[config.mk]
export PLATFORM = sky130hd
export DESIGN_NAME = router_fifo_flat
export DESIGN_NICKNAME = d
export VERILOG_FILES = /design/src/rtl/router_fifo_if.sv /design/src/rtl/router_fifo.sv /design/src/flat_wrapper.sv
export SDC_FILE = /design/constraint.sdc
export NUM_CORES = 1
export LEC_CHECK = 0
export ABC_AREA = 1
export CAP_MARGIN = 20
export CORE_ASPECT_RATIO = 1.1
export CORE_MARGIN = 1
export CORE_UTILIZATION = 60
export DETAILED_ROUTE_END_ITERATION = 12
export MAX_ROUTING_LAYER = met4
export PLACE_DENSITY = 0.78
export RECOVER_POWER = 100
export SLEW_MARGIN = 20
export SYNTH_ARGS = -nofsm -noshare
export SYNTH_HDL_FRONTEND = slang
export SYNTH_SLANG_ARGS = --single-unit
export TNS_END_PERCENT = 30
[constraint.sdc]
create_clock -name clock -period 2.6 [get_ports clock]
set_input_delay 0.65 -clock clock [delete_from_list [all_inputs] [get_ports clock]]
set_output_delay 0.65 -clock clock [all_outputs]
set_load 0.05 [all_outputs]
[src/rtl/router_fifo_if.sv]
// Handshake/data bundle between the router output buffer and its neighbours.
// The master side issues writes and reads; the slave side is the FIFO itself.
interface router_fifo_if #(
  parameter int WIDTH = 8
);
  logic             write_enb;
  logic             lfd_state;
  logic [WIDTH-1:0] data_in;
  logic             read_enb;
  logic [WIDTH-1:0] data_out;
  logic             full;
  logic             empty;
  logic             pkt_active;

  modport master (
    output write_enb, lfd_state, data_in, read_enb,
    input  data_out, full, empty, pkt_active
  );

  modport slave (
    input  write_enb, lfd_state, data_in, read_enb,
    output data_out, full, empty, pkt_active
  );
endinterface

[src/rtl/router_fifo.sv]
// Per-destination output buffer of the router: stores header-tagged bytes and
// tracks how many bytes of the packet being drained are still outstanding.
module router_fifo #(
  parameter int DEPTH = 16,
  parameter int WIDTH = 8
) (
  input  logic           clock,
  input  logic           reset,
  input  logic           soft_reset,
  router_fifo_if.slave   bus
);
  localparam int AW = $clog2(DEPTH);
  localparam logic [AW:0] PTR_ONE = {{AW{1'b0}}, 1'b1};

  logic [WIDTH:0]   mem [DEPTH];
  logic [AW:0]      wr_ptr;
  logic [AW:0]      rd_ptr;
  logic [6:0]       count;
  logic [WIDTH-1:0] data_q;
  logic [WIDTH:0]   rd_word;
  logic [6:0]       hdr_count;
  logic             full_int;
  logic             empty_int;
  logic             do_write;
  logic             do_read;

  assign empty_int = (wr_ptr == rd_ptr);
  assign full_int  = (wr_ptr[AW-1:0] == rd_ptr[AW-1:0]) && (wr_ptr[AW] != rd_ptr[AW]);
  assign do_write  = bus.write_enb && !full_int;
  assign do_read   = bus.read_enb && !empty_int;
  assign rd_word   = mem[rd_ptr[AW-1:0]];

  // Header length field counts payload bytes; one more covers the parity byte.
  assign hdr_count = 7'(rd_word[WIDTH-1:2]) + 7'd1;

  always_ff @(posedge clock) begin
    if (!reset && !soft_reset && do_write) begin
      mem[wr_ptr[AW-1:0]] <= {bus.lfd_state, bus.data_in};
    end
  end

  always_ff @(posedge clock or posedge reset) begin
    if (reset) begin
      wr_ptr <= '0;
      rd_ptr <= '0;
      count  <= '0;
      data_q <= '0;
    end else if (soft_reset) begin
      wr_ptr <= '0;
      rd_ptr <= '0;
      count  <= '0;
      data_q <= '0;
    end else begin
      if (do_write) begin
        wr_ptr <= wr_ptr + PTR_ONE;
      end
      if (do_read) begin
        rd_ptr <= rd_ptr + PTR_ONE;
        data_q <= rd_word[WIDTH-1:0];
        // Orphan bytes read with no packet open leave the count parked at zero.
        if (rd_word[WIDTH]) begin
          count <= hdr_count;
        end else if (count != 7'd0) begin
          count <= count - 7'd1;
        end
      end
    end
  end

  assign bus.data_out   = data_q;
  assign bus.full       = full_int;
  assign bus.empty      = empty_int;
  assign bus.pkt_active = (count != 7'd0);
endmodule
[src/flat_wrapper.sv]
// flat-port wrapper written by rule: the top's interface ports become plain ports
module router_fifo_flat 
#(
  parameter int DEPTH = 16,
  parameter int WIDTH = 8
)
  (clock, reset, soft_reset, bus_write_enb, bus_lfd_state, bus_data_in, bus_read_enb, bus_data_out, bus_full, bus_empty, bus_pkt_active);
  router_fifo_if #(.WIDTH(WIDTH)) bus_i ();
  input  logic clock;
  input  logic reset;
  input  logic soft_reset;
  input wire logic [$bits(bus_i.write_enb)-1:0] bus_write_enb;
  input wire logic [$bits(bus_i.lfd_state)-1:0] bus_lfd_state;
  input wire logic [$bits(bus_i.data_in)-1:0] bus_data_in;
  input wire logic [$bits(bus_i.read_enb)-1:0] bus_read_enb;
  output wire logic [$bits(bus_i.data_out)-1:0] bus_data_out;
  output wire logic [$bits(bus_i.full)-1:0] bus_full;
  output wire logic [$bits(bus_i.empty)-1:0] bus_empty;
  output wire logic [$bits(bus_i.pkt_active)-1:0] bus_pkt_active;
  assign bus_i.write_enb = bus_write_enb;
  assign bus_i.lfd_state = bus_lfd_state;
  assign bus_i.data_in = bus_data_in;
  assign bus_i.read_enb = bus_read_enb;
  assign bus_data_out = bus_i.data_out;
  assign bus_full = bus_i.full;
  assign bus_empty = bus_i.empty;
  assign bus_pkt_active = bus_i.pkt_active;
  router_fifo #(.DEPTH(DEPTH), .WIDTH(WIDTH)) u_core (.clock(clock), .reset(reset), .soft_reset(soft_reset), .bus(bus_i));
endmodule
Word level (Yosys, flattened, before mapping)
Memories as Yosys holds them, arrays and structs flattened.
Index checks and enable logic that the tools add are counted.
{ "word_totals": {"input_bits": 14, "out_inout_bits": 11, "mem_bits_rw": 144, "register_bits": 25, "memories": 1} }
{ "mem_list": {"columns": ["name", "depth", "word_bits", "read_ports", "rd_ports_with_merged_regs", "wr", "line", "rtl"], "rows": [
  ["u_core.mem", 16, 9, 1, 0, 1, "router_fifo.sv:15", "logic [WIDTH:0] mem [DEPTH];"]
]} }
{ "classes": {"eq_ne": 3, "n_addsub": 4, "mux": 12, "reduce_logical": 14} }
{ "ops": {"columns": ["operator", "count"], "rows": [
  ["$mux W7", 4],
  ["$mux W5", 4],
  ["$mux W8", 2],
  ["$add A5 B1 Y5 const B", 2],
  ["$add A6 B1 Y7 const B", 1],
  ["$reduce_bool A7 Y1", 1],
  ["$sub A7 B1 Y7 const B", 1],
  ["$eq A5 B5 Y1", 1],
  ["$logic_and A1 B1 Y1", 5],
  ["$eq A4 B4 Y1", 1],
  ["$logic_not A1 Y1", 4],
  ["$reduce_bool A2 Y1", 2],
  ["$reduce_bool A3 Y1", 1],
  ["$mux W1", 2],
  ["$reduce_and A2 Y1", 1],
  ["$ne A1 B1 Y1", 1]
]} }

Logic depth before layout (Yosys ltp)
Gate-level depths: netlist (run 1).
{ "logic_depth": {"ltp_word": 7, "ltp_mapped": 19} }

Least setup slack after synthesis (run 1)
Ideal clock, no wire load.
{ "synth_timing": {"path_type": "input to register", "start": "input reset", "end": "memory u_core.mem[15][0] in the netlist's numbering, enable pin", "t_arrival_ns": 2.121, "setup_ns": 0.387, "required_ns": 2.213, "cell_stages": 3, "setup_slack_ns": 0.093, "path_buffers": 0, "cell_sequence": "inv_1 > nand3_2 > nor3_1"} }
{ "synth_between": {"elab_chain_len": 5} }
{ "synth_lines": {"columns": ["item", "line", "rtl"], "rows": [
  ["from (decl)", "flat_wrapper.sv:10", "input logic reset;"],
  ["$logic_not A1 Y1", "router_fifo.sv:37", "if (!reset && !soft_reset && do_write) begin"],
  ["$logic_and A1 B1 Y1 (2 in a row)", "router_fifo.sv:37", null],
  ["$mux W1", "router_fifo.sv:37", null],
  ["$mux W1 (implied by the code)", "router_fifo.sv:38", "mem[wr_ptr[AW-1:0]] <= {bus.lfd_state, bus.data_in};"],
  ["to (decl)", "router_fifo.sv:15", null]
]} }
Every way passes these cells.

Final worst setup path (run 1)
{ "layout_timing": {"start": "register u_core.count[0]", "end": "output bus_pkt_active"} }
{ "layout_between": {"elab_chain_len": 1} }
{ "layout_lines": {"columns": ["item", "line", "rtl"], "rows": [
  ["from (decl)", "router_fifo.sv:18", "logic [6:0] count;"],
  ["from (signal assigned)", "router_fifo.sv:62", "count <= hdr_count;"],
  ["from (signal assigned)", "router_fifo.sv:64", "count <= count - 7'd1;"],
  ["$reduce_bool A7 Y1", "router_fifo.sv:73", "assign bus.pkt_active = (count != 7'd0);"],
  ["to (decl)", "flat_wrapper.sv:19", "output wire logic [$bits(bus_i.pkt_active)-1:0] bus_pkt_active;"]
]} }
Every way passes these cells.

==> impl_metrics.ini, run 1 <==
[finish]
stdcell_area_um2 = 8530
fin_cells = 948
fillers = 889
drive_gt1_frac = 0.0894
diodes = 0
syn_to_final_growth_pct = 13.5
fin_nets = 802
layout_commonest_cell = nand2_1
mostFrequentLayoutCells = 191 x nand2_1, 144 x edfxtp_1, 88 x nor2_1, 75 x inv_1, 51 x nand3_1

[sta]
finalHoldWorstSlack_ns = 0.491
period_share = 0.947
rsz0062_at_grt = no
fmax_ghz = 0.406
slew_violations = 0
period_needed_ns = 2.46
hold_viol = 0
setup_viol = 0
fin_worst_skew_ns = 0.00894
worstMarginPinSlew_ns = 1.37
relSlewSlack = 0.0888
setup_tns_ns = 0

[global_routing]
grt_overflow = 0
grt.total_usage = 0.298
antenna_found_initial = 0
grt_pass1_vias = 5238
grt_pass1_wl_um = 27400
grt_max_degree = 58

[setup_path]
cp.arrival_ns = 1.81
cp-end-kind = output port
required_ns = 1.95
critPathMaxFanout = 3
startpoint_type = register
critical_path_class = register to output port

[pwr]
power_frac_comb = 0.176
pwr-share-clk = 0.376
seq_power_share = 0.448
leakage_nw = 3.50
netSwitchingFraction = 0.286
cellPowerDensity_nw_per_um2 = 801
power.internal_mw = 4.88
ir_worst_vdd_mv = 0.655
p_total_mw = 6.83
p_sw_mw = 1.95

[clock_tree]
cts_max_path_buffers = 2
cts-root-buf = clkbuf_16
cts_tree = built
path_clk_slew_ns = 0.06
h-tree-depth = 4
clock-sinks = 169
numCtsBuffers = 17
hold_buffers = 0
clock_latency_ns = 0.43

[route]
vias_per_cell = 5.70
vias = 5400
routed_wl_um = 17300
ant_nets = 0
drt_iter0_drc = 585
wl_per_cell_um = 18.2
drcViolationCount = 0
drtPass1Iterations = 5

[die]
die_w_um = 109
start_util = 0.619
num_rows = 42
fp.dieH_um = 119
coreArea_um2 = 12100
dieArea_um2 = 13000
ios = 25

[yosys]
synth_seq_cells = 169
synthCells = 726
synthesis.area_um2 = 7510
synth_warnings = 0
synth_cell_type_count = 36
synth_fp_nets = 747
ys_seq_area_frac = 0.659
syn_avg_cell_area_um2 = 10.3

[placed_design]
placed_cells = 916
placed_area_um2 = 8050
dp_hpwl_um = 11100
place_congestion = 0.923
port_buffers = 24

[job]
max_cap_violations = 0

[hold_path]
min_path_type = register to register

[outcome]
status = finished clean
-- layer usage --
layer | GRT usage | part of all wire | routed length [um]
met1 | 0.393 | 0.42 | 7180
met2 | 0.438 | 0.47 | 8090
met3 | 0.0646 | 0.080 | 1380
met4 | 0.151 | 0.037 | 633
met5 | - | 0 | 0
-- critical path: stages, from the launching register on --
cell     delay [ns]
dfrtp_1        0.39
inv_1          0.13
ha_1           0.18
nand2_1        0.09
nor2_2         0.13
nand2_1        0.10
nor2_2         0.12
inv_1          0.07
buf_4          0.19
-- per-stage QoR --
stage / utilization / setup WS, ns
2_1_floorplan: - / 0.0928
3_5_place_dp: 0.663 / 0.270
3_3_place_gp: 0.663 / 0.306
5_1_grt: 0.702 / 0.0274
4_1_cts: 0.713 / 0.0466
6_report: 0.702 / 0.137
-- area by class of cell --
class,instances,area (um^2),share of cell area
flip-flops and latches,169,4950,0.580
multi-input cells,446,2030,0.239
repair buffers,64,433,0.0508
clock buffers,18,429,0.0503
inverters,83,314,0.0368
well taps,154,193,0.0226
clock inverters,14,174,0.0204
-- path summary, 6_finish.rpt --
kind	startpoint	to	slack (ns)	depth (start not counted)
hold / removal	u_core.bus.data_out[4]$_DFFE_PP0P_	u_core.bus.data_out[4]$_DFFE_PP0P_	0.49	2
setup / recovery	u_core.count[0]$_DFFE_PP0P_	bus_pkt_active	0.14	8
min in group asynchronous	reset	u_core.bus.data_out[7]$_DFFE_PP0P_	1.19	3
max in group asynchronous	reset	u_core.count[1]$_DFFE_PP0P_	0.60	3
setup reg to reg	u_core.rd_ptr[0]$_DFFE_PP0P_	u_core.count[4]$_DFFE_PP0P_	0.22	15
hold reg to reg	u_core.bus.data_out[4]$_DFFE_PP0P_	u_core.bus.data_out[4]$_DFFE_PP0P_	0.49	2
-- kinds of logic (layout without fill, tap and decap cells) --
logic type | Yosys count | in the layout | synth area share
XOR/XNOR | 7 | 7 | 0.00816
buffers and inverters | 111 | 179 | 0.0703
AND/OR/NAND/NOR | 350 | 350 | 0.190
AO/OA/AOI/OAI | 82 | 82 | 0.0606
flip-flops | 169 | 169 | 0.659
adder cells (fa/ha/maj) | 7 | 7 | 0.0117
-- power by group through the flow --
| stage | Combinational (mW) | Sequential [mW] | Clock [mW] |
|---|---|---|---|
| floorplan | 0.833 | 3.17 | 0 |
| global placement | 1.20 | 3.11 | 0 |
| detailed placement | 1.22 | 3.11 | 0 |
| CTS | 1.24 | 3.06 | 2.58 |
| global route | 1.33 | 3.07 | 2.69 |
| finish | 1.20 | 3.06 | 2.56 |
-- repair_timing --
item	CTS	global route
endpoints found under the setup margin	0	1
resized for setup	0	2
buffers inserted	0	0
-- registers in the layout, indices dropped and copies added (netlist names) --
| name | count |
|---|---|
| u_core.wr_ptr | 5 |
| u_core.bus.data_out | 8 |
| u_core.mem | 144 |
| u_core.count | 7 |
| u_core.rd_ptr | 5 |
-- synth_stat cells --
| library cell | number | area share |
|---|---|---|
| nand2_1 | 189 | 0.094 |
| edfxtp_1 | 144 | 0.58 |
| nor2_1 | 90 | 0.045 |
| inv_1 | 72 | 0.036 |
| nand3_1 | 51 | 0.034 |
| o21ai_0 | 40 | 0.027 |
| dfrtp_1 | 25 | 0.083 |
| o21ai_1 | 15 | 0.010 |
| buf_6 | 10 | 0.015 |
| buf_2 | 8 | 0.0053 |
| inv_2 | 8 | 0.0040 |
| o22ai_1 | 8 | 0.0067 |
| a21oi_1 | 7 | 0.0047 |
| ha_1 | 7 | 0.012 |
| buf_4 | 6 | 0.0060 |
| nor3_1 | 6 | 0.0040 |
| o211ai_1 | 6 | 0.0060 |
| xor2_1 | 6 | 0.0070 |
| nand2_2 | 4 | 0.0033 |
| a22o_1 | 3 | 0.0035 |
| nor2_2 | 3 | 0.0025 |
| clkbuf_1 | 2 | 0.0010 |
| clkinv_1 | 2 | 0.0010 |
| nand4_1 | 2 | 0.0017 |
| a211oi_1 | 1 | 0.0010 |
| buf_1 | 1 | 0.00050 |
| clkbuf_2 | 1 | 0.00067 |
| inv_4 | 1 | 0.00083 |
| nand3_2 | 1 | 0.0013 |
| nand3b_1 | 1 | 0.0010 |
| nor2_4 | 1 | 0.0015 |
| o21bai_1 | 1 | 0.0010 |
| o221ai_1 | 1 | 0.0012 |
| or2_1 | 1 | 0.00083 |
| or2_2 | 1 | 0.00083 |
| xnor2_1 | 1 | 0.0012 |
(Power assumes the default switching activity.)
==> run 2, diff against run 1 <==
--- a/config.mk
+++ b/config.mk
@@ -6,9 +6,8 @@
 export NUM_CORES = 1
 export LEC_CHECK = 0
 export ABC_AREA = 1
-export CAP_MARGIN = 20
 export CORE_ASPECT_RATIO = 1.1
-export CORE_MARGIN = 1
+export CORE_MARGIN = 1.5
 export CORE_UTILIZATION = 60
 export DETAILED_ROUTE_END_ITERATION = 12
 export MAX_ROUTING_LAYER = met4
==> impl_metrics.ini, run 2 (synthesis results as in run 1) <==
[setup_path]
critical_path_class = register to output port
required_ns = 1.95
cp.arrival_ns = 1.81
crit_slowest_cell = dfrtp_1
path_buf_inv = 3
startpoint_type = register
crit_family = simple AND/OR/NAND/NOR gates
cp_cell_sequence = inv_1 > ha_1 > nand2_1 > nor2_2 > nand2_1 > nor2_2 > inv_1 > buf_4
critPathMaxFanout = 3
cp-end-kind = output port
max_stage_delay_ns = 0.38

[die]
start_util = 0.619
ios = 25
coreArea_um2 = 12100
num_rows = 42
dieArea_um2 = 13200
die_w_um = 110
fp.dieH_um = 120

[clock_tree]
cts_tree = built
cts-root-buf = clkbuf_16
numCtsBuffers = 17
clock_latency_ns = 0.44
clock-sinks = 169
postCtsSetupRepairBufs = 0
cts_max_path_buffers = 2
path_clk_slew_ns = 0.06
h-tree-depth = 4

[route]
routed_wl_um = 18000
ant_nets = 0
vias = 5454
drtPass1Iterations = 5
drcViolationCount = 0
drt_iter0_drc = 700
wl_per_cell_um = 19.0
vias_per_cell = 5.74

[finish]
fin_nets = 804
fin_util = 0.703
largest_reg_flops = 144
layout_commonest_cell = nand2_1
mostFrequentLayoutCells = 190 x nand2_1, 144 x edfxtp_1, 88 x nor2_1, 75 x inv_1, 52 x nand3_1
drive_gt1_frac = 0.0967
diodes = 0
syn_to_final_growth_pct = 13.6

[placed_design]
dp_hpwl_um = 11900
place_congestion = 0.955
port_buffers = 24

[sta]
slew_violations = 0
fmax_ghz = 0.406
hold_viol = 0
relSlewSlack = 0.0594
setup_tns_ns = 0
fin_worst_skew_ns = 0.0117
worstMarginPinSlew_ns = 1.41
period_share = 0.948
period_needed_ns = 2.46
setup_viol = 0
rsz0062_at_grt = no

[outcome]
status = finished clean

[pwr]
ir_worst_vdd_mv = 0.623
cellPowerDensity_nw_per_um2 = 797
leakage_nw = 3.50

[global_routing]
grt_pass1_vias = 5232
grt_pass1_wl_um = 27500
grt_max_degree = 55
grt.total_usage = 0.303
antenna_found_initial = 0
grt_overflow = 0

[hold_path]
min_path_type = register to register

[job]
max_cap_violations = 0
==> run 2: changes by cell type in the layout (fill, tap and decap cells not counted), sizes merged <==
cell / change
buf: +4
bufinv: -1
clkbuf: -3
clkinv: -3
clkinvlp: +2
inv: +3
==> run 2: metrics by stage <==
| step | setup slack (ns) | instance area (um^2) | hold slack, ns | power, mW | cells |
|---|---|---|---|---|---|
| 5_1_grt | 0.00347 | 8540 | 0.516 | 7.04 | 950 |
| 3_5_place_dp | 0.299 | 8070 | 0.480 | 4.35 | 918 |
| 3_3_place_gp | 0.327 | 8070 | 0.472 | 4.32 | 918 |
| 2_1_floorplan | 0.0928 | 7510 | 0.459 | 4.00 | 726 |
| 6_report | 0.136 | 8540 | 0.484 | 6.80 | 950 |
| 4_1_cts | 0.0317 | 8650 | 0.495 | 6.84 | 950 |
==> run 2: per-layer routing <==
layer	track usage	up-vias	wire (um)
met5	-	-	0
li1	-	2524	-
met4	0.152	0	618
met3	0.0636	55	1500
met1	0.377	2601	7040
met2	0.470	274	8880
==> run 2: cell type report <==
type                            count  area [um^2]
Clock buffer                       17          425
Tap cell                          154          193
Timing Repair Buffer               66          458
Multi-Input combinational cell    446         2030
Sequential cell                   169         4950
Inverter                           83          314
Fill cell                         885         3600
Clock inverter                     15          164
==> run 2: path summary, 6_finish.rpt <==
path                                                       to  slack (ns)                                from  cells after the start
setup / recovery                               bus_pkt_active        0.14         u_core.count[0]$_DFFE_PP0P_                      8
min in group asynchronous  u_core.bus.data_out[1]$_DFFE_PP0P_        1.19                               reset                      3
setup reg to reg                  u_core.count[3]$_DFFE_PP0P_        0.17        u_core.rd_ptr[1]$_DFFE_PP0P_                     13
hold / removal             u_core.bus.data_out[4]$_DFFE_PP0P_        0.48  u_core.bus.data_out[4]$_DFFE_PP0P_                      2
hold reg to reg            u_core.bus.data_out[4]$_DFFE_PP0P_        0.48  u_core.bus.data_out[4]$_DFFE_PP0P_                      2
max in group asynchronous        u_core.rd_ptr[0]$_DFFE_PP0P_        0.49                               reset                      3
==> run 2: worst register-to-register path: stages (launching register included) <==
cell      delay [ns]
dfrtp_1         0.44
inv_2           0.38
clkbuf_1        0.37
nor2_1          0.09
o21ai_0         0.12
nand2_1         0.13
nand2_1         0.09
nand2_1         0.09
inv_2           0.08
nand2_2         0.12
inv_1           0.17
o21ai_0         0.11
nand3_1         0.09
nand2_1         0.05
==> run 2: power breakdown <==
group | internal [mW] | leakage, nW | switching (mW) | total [mW]
logic | 0.353 | 1.60 | 0.866 | 1.22
registers | 3.01 | 1.63 | 0.0513 | 3.06
clock network | 1.43 | 0.274 | 1.09 | 2.52
total | 4.79 | 3.50 | 2.01 | 6.80
==> run 2: what timing repair did <==
item                       CTS  global route
gates resized for setup      0             2
setup endpoints to repair    0             1
hold buffers                 0             0
==> run 3, diff against run 2 <==
--- a/config.mk
+++ b/config.mk
@@ -9,8 +9,8 @@
 export CORE_ASPECT_RATIO = 1.1
 export CORE_MARGIN = 1.5
 export CORE_UTILIZATION = 60
+export CTS_CLUSTER_SIZE = 16
 export DETAILED_ROUTE_END_ITERATION = 12
-export MAX_ROUTING_LAYER = met4
 export PLACE_DENSITY = 0.78
 export RECOVER_POWER = 100
 export SLEW_MARGIN = 20
==> constraint.sdc (replaced) <==
create_clock -name clock -period 2.6 [get_ports clock]
set_input_delay 0.65 -clock clock [delete_from_list [all_inputs] [get_ports clock]]
set_output_delay 0.65 -clock clock [all_outputs]
set_load 0.1 [all_outputs]
==> impl_metrics.ini, run 3 (synthesis results as in run 1) <==
[finish]
fin_util = 0.705
fin_nets = 805
mostFrequentLayoutCells = 191 x nand2_1, 144 x edfxtp_1, 88 x nor2_1, 76 x inv_1, 51 x nand3_1
diodes = 0
syn_to_final_growth_pct = 13.9
fillers = 869
largest_reg_flops = 144
layout_commonest_cell = nand2_1
drive_gt1_frac = 0.101

[global_routing]
grt.total_usage = 0.301
antenna_found_initial = 0
grt_pass1_wl_um = 28300
grt_max_degree = 50
grt_pass1_vias = 5478
grt_overflow = 0

[sta]
fmax_ghz = 0.397
period_share = 0.968
period_needed_ns = 2.52
relSlewSlack = 0.0860
finalHoldWorstSlack_ns = 0.492
setup_slack_ns = 0.0829
setup_viol = 0
setup_tns_ns = 0
hold_viol = 0
slew_violations = 0
worstMarginPinSlew_ns = 1.37
rsz0062_at_grt = no
fin_worst_skew_ns = 0.0101

[setup_path]
crit_slowest_cell = dfrtp_1
critPathMaxFanout = 8
max_stage_delay_ns = 0.49
r2r_slack_ns = 0.17
startpoint_type = register
critical_path_class = register to output port
cp-end-kind = output port
cp_cell_sequence = xor2_1 > nor2_1 > nand2_1 > or2_0 > inv_1 > buf_6
required_ns = 1.95
cp.arrival_ns = 1.87

[clock_tree]
cts_tree = built
h-tree-depth = 4
numCtsBuffers = 17
path_clk_slew_ns = 0.06
cts_max_path_buffers = 2
clock-sinks = 169
cts-root-buf = clkbuf_16
clock_latency_ns = 0.44
postCtsSetupRepairBufs = 0

[pwr]
ir_worst_vdd_mv = 1.09
p_total_mw = 7.18
leakage_nw = 3.53
cellPowerDensity_nw_per_um2 = 839

[placed_design]
port_buffers = 24
post-place-ws_ns = 0.281
dp_hpwl_um = 11900
place_congestion = 0.869

[route]
routed_wl_um = 18600
vias_per_cell = 5.79
drtPass1Iterations = 5
wl_per_cell_um = 19.5
drt_iter0_drc = 647
ant_nets = 0
vias = 5497
drcViolationCount = 0

[hold_path]
min_path_type = register to register

[die]
coreArea_um2 = 12100
start_util = 0.619
num_rows = 42
ios = 25
die_w_um = 110
fp.dieH_um = 120
dieArea_um2 = 13200

[outcome]
status = finished clean

[job]
max_cap_violations = 0
## run 3: changes by cell type in the layout (fill, tap and decap cells not counted), moves of 2 or more
cell / delta
inv_6: -6
clkbuf_1: +3
clkbuf_2: +11
bufinv_16: +3
dlygate4sd3_1: -8
buf_2: -2
clkbuf_4: -3
clkinv_4: +2
clkinvlp_4: -3
## run 3: worst max-delay path, delay by kind of cell (launching register included)
family	cells	cell delay, ns
XOR/XNOR	1	0.21
buffers and inverters	2	0.31
flip-flops	1	0.49
AND/OR/NAND/NOR	3	0.43
## run 3: layer usage
| layer | global-route usage | wire [um] | up-vias |
|---|---|---|---|
| met4 | 0.179 | 938 | 0 |
| met1 | 0.363 | 6780 | 2580 |
| met5 | 0 | 0 | - |
| met3 | 0.0615 | 1610 | 74 |
| met2 | 0.495 | 9230 | 321 |
| li1 | - | - | 2522 |
## run 3: path summary, 6_finish.rpt
kind | endpoint | depth (start not counted) | from
setup / recovery | bus_full | 6 | u_core.rd_ptr[2]$_DFFE_PP0P_
hold / removal | u_core.bus.data_out[2]$_DFFE_PP0P_ | 2 | u_core.bus.data_out[2]$_DFFE_PP0P_
setup reg to reg | u_core.mem[14][8]$_DFFE_PP_ | 11 | u_core.rd_ptr[2]$_DFFE_PP0P_
hold reg to reg | u_core.bus.data_out[2]$_DFFE_PP0P_ | 2 | u_core.bus.data_out[2]$_DFFE_PP0P_
max in group asynchronous | u_core.bus.data_out[3]$_DFFE_PP0P_ | 3 | reset
min in group asynchronous | u_core.wr_ptr[1]$_DFFE_PP0P_ | 3 | reset
## run 3: cell type report
cell class	count	area, um^2	share of cell area
Clock inverter	12	200	0.0234
Sequential cell	169	4950	0.578
Inverter	83	314	0.0367
Clock buffer	19	433	0.0506
Timing Repair Buffer	67	435	0.0509
Tap cell	154	193	0.0225
Multi-Input combinational cell	446	2030	0.238
## run 3: metrics by stage
stage | cells | cell area (um^2)
final | 950 | 8560
after global routing | 950 | 8560
after CTS | 950 | 8700
after detailed placement | 919 | 8070
after global placement | 919 | 8070
after floorplan | 726 | 7510
## run 3: repair_timing
item / in CTS / in global routing
gates resized for setup: 0 / 2
hold buffers: 0 / 0
setup endpoints to repair: 0 / 1
## run 3: power breakdown
part | internal [mW] | switching (mW)
Sequential | 3.01 | 0.0528
Combinational | 0.382 | 1.02
Clock | 1.70 | 1.02
Total | 5.09 | 2.09
